$ cat src/rtl/stopwatch_core.sv
// stopwatch_core: MM:SS BCD stopwatch timing core.
// Loads a four-digit BCD preset, counts seconds up to 59:59 or down to 00:00
// under load/stop/start control, and pulses done on reaching the terminal value.
// Optional lap capture registers are built when STOPWATCH_LAP_EN is defined.
module stopwatch_core #(
    parameter int TICKS_PER_SEC = 50_000_000
) (
    input  logic       clk,
    input  logic       reset,
    input  logic [3:0] A,
    input  logic [3:0] B,
    input  logic [3:0] C,
    input  logic [3:0] D,
    input  logic       load,
    input  logic       start,
    input  logic       stop,
    input  logic       down,
    output logic [3:0] M1,
    output logic [3:0] M0,
    output logic [3:0] S1,
    output logic [3:0] S0,
    output logic       running,
    output logic       done,
    output logic       err
`ifdef STOPWATCH_LAP_EN
    ,
    input  logic       lap,
    output logic [3:0] LM1,
    output logic [3:0] LM0,
    output logic [3:0] LS1,
    output logic [3:0] LS0
`endif
);

    localparam int PW = $clog2(TICKS_PER_SEC);
    localparam logic [PW-1:0] PRESC_LAST = PW'(TICKS_PER_SEC - 1);
    localparam logic [15:0] DIG_MAX  = 16'h5959;
    localparam logic [15:0] DIG_ZERO = 16'h0000;

    typedef enum logic [1:0] {
        ST_IDLE  = 2'd0,
        ST_RUN   = 2'd1,
        ST_PAUSE = 2'd2,
        ST_DONE  = 2'd3
    } state_e;

    state_e          state_q, state_d;
    logic [15:0]     cnt_q, cnt_d;          // {M1, M0, S1, S0}
    logic [PW-1:0]   presc_q, presc_d;
    logic            dir_q, dir_d;          // 1 = counting down
    logic            running_q, running_d;
    logic            done_q, done_d;
    logic            err_q, err_d;
    logic [15:0]     step_s;
    logic            start_term_s;
`ifdef STOPWATCH_LAP_EN
    logic [15:0]     lap_q, lap_d;
`endif

    // A preset is usable only if every digit is a legal MM:SS BCD digit.
    function automatic logic preset_ok(input logic [3:0] a, input logic [3:0] b,
                                       input logic [3:0] c, input logic [3:0] d);
        return (a <= 4'd5) && (b <= 4'd9) && (c <= 4'd5) && (d <= 4'd9);
    endfunction

    // One-second BCD increment; never called on 59:59 so M1 cannot overflow.
    function automatic logic [15:0] bcd_inc(input logic [15:0] v);
        logic [3:0] m1, m0, s1, s0;
        {m1, m0, s1, s0} = v;
        if (s0 != 4'd9) begin
            s0 = s0 + 4'd1;
        end else begin
            s0 = 4'd0;
            if (s1 != 4'd5) begin
                s1 = s1 + 4'd1;
            end else begin
                s1 = 4'd0;
                if (m0 != 4'd9) begin
                    m0 = m0 + 4'd1;
                end else begin
                    m0 = 4'd0;
                    m1 = m1 + 4'd1;
                end
            end
        end
        return {m1, m0, s1, s0};
    endfunction

    // One-second BCD decrement; never called on 00:00 so M1 cannot underflow.
    function automatic logic [15:0] bcd_dec(input logic [15:0] v);
        logic [3:0] m1, m0, s1, s0;
        {m1, m0, s1, s0} = v;
        if (s0 != 4'd0) begin
            s0 = s0 - 4'd1;
        end else begin
            s0 = 4'd9;
            if (s1 != 4'd0) begin
                s1 = s1 - 4'd1;
            end else begin
                s1 = 4'd5;
                if (m0 != 4'd0) begin
                    m0 = m0 - 4'd1;
                end else begin
                    m0 = 4'd9;
                    m1 = m1 - 4'd1;
                end
            end
        end
        return {m1, m0, s1, s0};
    endfunction

    // Next-state, digit, prescaler and pulse logic for the control FSM.
    always_comb begin
        state_d   = state_q;
        cnt_d     = cnt_q;
        presc_d   = presc_q;
        dir_d     = dir_q;
        done_d    = 1'b0;
        err_d     = 1'b0;
        step_s    = dir_q ? bcd_dec(cnt_q) : bcd_inc(cnt_q);
        start_term_s = down ? (cnt_q == DIG_ZERO) : (cnt_q == DIG_MAX);

        case (state_q)
            ST_RUN: begin
                // load is not honoured while counting; stop beats a same-cycle tick
                if (stop) begin
                    state_d = ST_PAUSE;
                end else if (presc_q == PRESC_LAST) begin
                    presc_d = '0;
                    cnt_d   = step_s;
                    if (step_s == (dir_q ? DIG_ZERO : DIG_MAX)) begin
                        state_d = ST_DONE;
                        done_d  = 1'b1;
                    end else begin
                        state_d = ST_RUN;
                    end
                end else begin
                    presc_d = presc_q + PW'(1);
                end
            end
            ST_IDLE, ST_PAUSE, ST_DONE: begin
                if (load) begin
                    if (preset_ok(A, B, C, D)) begin
                        cnt_d   = {A, B, C, D};
                        presc_d = '0;
                        state_d = ST_IDLE;
                    end else begin
                        err_d = 1'b1;
                    end
                end else if (stop) begin
                    // stop outranks start; nothing to pause outside RUN
                    state_d = state_q;
                end else if (start && (state_q != ST_DONE)) begin
                    presc_d = '0;
                    dir_d   = down;
                    if (start_term_s) begin
                        state_d = ST_DONE;
                        done_d  = 1'b1;
                    end else begin
                        state_d = ST_RUN;
                    end
                end else begin
                    state_d = state_q;
                end
            end
            default: begin
                state_d = ST_IDLE;
            end
        endcase

        running_d = (state_d == ST_RUN);
    end

    // State, digit, prescaler and output registers.
    always_ff @(posedge clk or negedge reset) begin
        if (!reset) begin
            state_q   <= ST_IDLE;
            cnt_q     <= 16'h0000;
            presc_q   <= '0;
            dir_q     <= 1'b0;
            running_q <= 1'b0;
            done_q    <= 1'b0;
            err_q     <= 1'b0;
        end else begin
            state_q   <= state_d;
            cnt_q     <= cnt_d;
            presc_q   <= presc_d;
            dir_q     <= dir_d;
            running_q <= running_d;
            done_q    <= done_d;
            err_q     <= err_d;
        end
    end

    assign {M1, M0, S1, S0} = cnt_q;
    assign running = running_q;
    assign done    = done_q;
    assign err     = err_q;

`ifdef STOPWATCH_LAP_EN
    // Lap capture: snapshot the live digits only while counting.
    always_comb begin
        if ((state_q == ST_RUN) && lap) begin
            lap_d = cnt_q;
        end else begin
            lap_d = lap_q;
        end
    end

    // Lap register.
    always_ff @(posedge clk or negedge reset) begin
        if (!reset) begin
            lap_q <= 16'h0000;
        end else begin
            lap_q <= lap_d;
        end
    end

    assign {LM1, LM0, LS1, LS0} = lap_q;
`endif

endmodule

$ cat config.mk
export PLATFORM = sky130hd
export DESIGN_NAME = stopwatch_core
export DESIGN_NICKNAME = d
export VERILOG_FILES = /design/src/rtl/stopwatch_core.sv
export SDC_FILE = /design/constraint.sdc
export NUM_CORES = 1
export LEC_CHECK = 0
export BUFFER_PORTS_ARGS = -buffer_cell sky130_fd_sc_hd__buf_2
export CAP_MARGIN = 10
export CORE_MARGIN = 5
export CORE_UTILIZATION = 50
export DETAILED_ROUTE_END_ITERATION = 7
export GPL_ROUTABILITY_DRIVEN = 0
export PLACE_DENSITY = 0.74
export SKIP_LAST_GASP = 1
export SLEW_MARGIN = 10
export SYNTH_ARGS = -nofsm -noshare
export SYNTH_HDL_FRONTEND = slang
export SYNTH_SLANG_ARGS = --single-unit
export TNS_END_PERCENT = 5
$ cat constraint.sdc
create_clock -name clk -period 2.35 [get_ports clk]
set_input_delay 0.1175 -clock clk [delete_from_list [all_inputs] [get_ports clk]]
set_output_delay 0.1175 -clock clk [all_outputs]
set_load 0.005 [all_outputs]
==> flow_metrics.tcl <==
set metrics [dict create \
    slew_viol_final 0 \
    max_slew_margin_pct 57.04 \
    synth.avg_cell_area_um2 7.983 \
    setup_slack_ns -0.01806 \
    fmax_mhz 422.3 \
    vdd_ir_drop_max_mv 0.3590 \
    startpoint_type "register" \
    placed_cell_area_um2 4064 \
    grt_pass1_wl_um 16490 \
    placed_cells 599 \
    worst_slew_pin_slew_ns 0.6429 \
    clockBufferDepth 2 \
    wl_per_cell_um 16.27 \
    hold_class "in -> reg" \
    drive_gt1_share_pct 21.96 \
    routed_via_density 5.985 \
    status "finished with violations" \
    drv_cap 0 \
    nets 536 \
    synthArstFlopShare_pct 100.0 \
    met1Wirelength_um 4193 \
    path_cells "buf_4, nor3b_2, nand4_1, buf_4, o22ai_4, xor2_1, nor4_1, and3_1, o31a_1" \
    ys.flop_type "dfrtp_1" \
    post-route-util_pct 59.55 \
    cts_root_buf "clkbuf_8" \
    dr.first_iter.drc_count 208 \
    die_width_um 94.95 \
    setup_viol 1 \
    num_rows 31 \
    worstSetupPathType "reg -> reg" \
    clk_latency_ns 0.31 \
    dpl.hpwl_um 7379 \
    drc 0 \
    required_ns 2.55 \
    numCtsBuffers 5 \
    synthesis.area_um2 3608 \
    dp_slack_ns -0.05632 \
    worstSetupEndpointType "register" \
    fin_cells 609 \
    path_clk_slew_ns 0.10 \
    crit_path_frequent_cell "buf_4" \
    grt_pass1_vias 3460 \
    routed.top_layer "met4" \
    overflow 0 \
    start_util_pct 50.56 \
    synth_fp_nets 479 \
    h-tree-depth 2 \
    power_w 0.003515 \
    wl_met3_um 502 \
    syn2layout_area_growth_pct 17.79 \
    ys_warn_count 0 \
    stdcell_area_um2 4250 \
    critPathSlowestCell "dfrtp_1" \
    crit_path_max_incr_delay_ns 0.44 \
    synth.largest_area_cell "dfrtp_1" \
    ys_ff_latch 48 \
    die_area_um2 9016 \
    ys_top_cells_by_count "54 x nand2_1, 51 x o21ai_0, 48 x dfrtp_1, 37 x nor2_1, 26 x a21oi_1" \
    vias 3645 \
    crit_arrival_ns 2.57 \
    hold_viol 0 \
    cellPowerDensity_nw_per_um2 827.1 \
    pin_count 41 \
    synth_edf_count 0 \
    ys_top_cells_by_area "dfrtp_1 33%, o21ai_0 7.1%, nand2_1 5.6%" \
    rsz0062_at_grt "true" \
    ant_nets 0 \
    yosysMostFrequentCell "nand2_1" \
    clock-sinks 48 \
    grt_max_degree 37 \
    core_area_um2 7137 \
    grt_usage_pct 22.80 \
    antenna_cells 0 \
    syn-instance-count 452 \
    dr.pass1.iters 4 \
    fin_crit_sh_pct 100.8 \
    synth_cell_types 66 \
    violations "negative setup slack" \
    critPathMaxFanout 12 \
    skew_ns 0.008613 \
    antenna_found_initial 0 \
    cellLeakagePower_nw 1.862 \
    route.met2.wl_um 4953 \
    synth_top_area_share_pct 33.29 \
    io_buffers 40 \
    period_needed_ns 2.368 \
    cts_tree "yes" \
    routed_wl_um 9911 \
    ys_seq_area_share_pct 33.29 \
    die_h_um 94.95 \
]
==> per-layer routing <==
layer	up-vias	global-route usage, %
met5	-	0
met4	0	8.654
met3	26	3.586
met2	118	38.76
met1	1741	29.03
li1	1760	-
==> flip-flops by register name, summed over array words and instances (netlist names) <==
name and flops:
running 1, done 1, err 1, state_q 2, presc_q 26, dir_q 1, cnt_q 16
==> layout by cell type (no fill, tap or decap), types with 4 or more instances in the layout <==
| master | count |
|---|---|
| dfrtp_1 | 46 |
| or3_1 | 6 |
| clkbuf_8 | 5 |
| and3_1 | 10 |
| and2_1 | 8 |
| nor3_1 | 9 |
| and4_1 | 5 |
| mux2i_1 | 5 |
| buf_4 | 38 |
| a21oi_1 | 25 |
| nor2_1 | 37 |
| nand3_1 | 22 |
| nor2b_1 | 10 |
| o21ai_0 | 51 |
| o22ai_1 | 6 |
| xor2_1 | 8 |
| inv_1 | 8 |
| nand4_1 | 11 |
| nand2b_1 | 6 |
| ha_1 | 5 |
| a31oi_1 | 4 |
| a22oi_1 | 5 |
| buf_2 | 40 |
| xnor2_1 | 6 |
| nor4_1 | 12 |
| nand2_1 | 54 |
==> kinds of logic after synthesis <==
kind of cell	count (synthesis)	share of synthesized area, %
adder cells (fa/ha/maj)	5	1.734
AO/OA/AOI/OAI	118	19.94
AND/OR/NAND/NOR	222	34.43
flip-flops	48	33.29
multiplexers	7	2.011
buffers and inverters	38	5.201
XOR/XNOR	14	3.398
==> through the flow <==
step,hold slack (ns),setup TNS [ns]
2_1_floorplan,-0.1781,0
3_3_place_gp,0.01015,0
3_5_place_dp,0.01363,-0.07953
4_1_cts,0.03250,-0.06086
5_1_grt,0.04940,-0.7003
6_report,0.03200,-0.01806
==> where the power goes <==
group	switching [W]	internal, W	total, W
registers	0.000241	0.000948	0.00119
clock network	0.000294	0.000316	0.000610
logic	0.000961	0.000755	0.00172
==> worst paths after layout <==
| check | cells past startpoint | slack (ns) | start | end |
|---|---|---|---|---|
| max | 9 | -0.02 | cnt_q[5]$_DFFE_PN0P_ | state_q[1]$_DFF_PN0_ |
| min | 3 | 0.03 | D[0] | cnt_q[0]$_DFFE_PN0P_ |
| max reg2reg | 9 | -0.02 | cnt_q[5]$_DFFE_PN0P_ | state_q[1]$_DFF_PN0_ |
| min reg2reg | 1 | 0.54 | presc_q[4]$_DFFE_PN0P_ | presc_q[4]$_DFFE_PN0P_ |
| max in group asynchronous | 3 | 1.35 | reset | cnt_q[2]$_DFFE_PN0P_ |
| min in group asynchronous | 2 | 0.21 | reset | presc_q[14]$_DFFE_PN0P_ |
==> final cells by class <==
cell class              count  area, um^2
fillers                   696        2887
multi-input cells         366        2278
flip-flops and latches     48        1204
repair buffers             80       506.7
well taps                  99       123.9
clock buffers               6       72.57
clock inverters             2       35.03
inverters                   8       30.03
==> critical path, delay by kind of cell (launching register included) <==
family | cells | cell delay [ns]
compound gates | 2 | 0.38
simple gates | 4 | 0.80
xor+xnor | 1 | 0.22
flops | 1 | 0.44
buf+inv | 2 | 0.42
==> what timing repair did <==
item | CTS | global route
resized for setup | 2 | 10
pin swaps | 0 | 4
hold buffers | 1 | 0
setup endpoints to repair | 7 | 31
endpoints found under the hold margin | 12 | 0
buffers inserted | 0 | 1
Power figures use the tool's default switching activity.
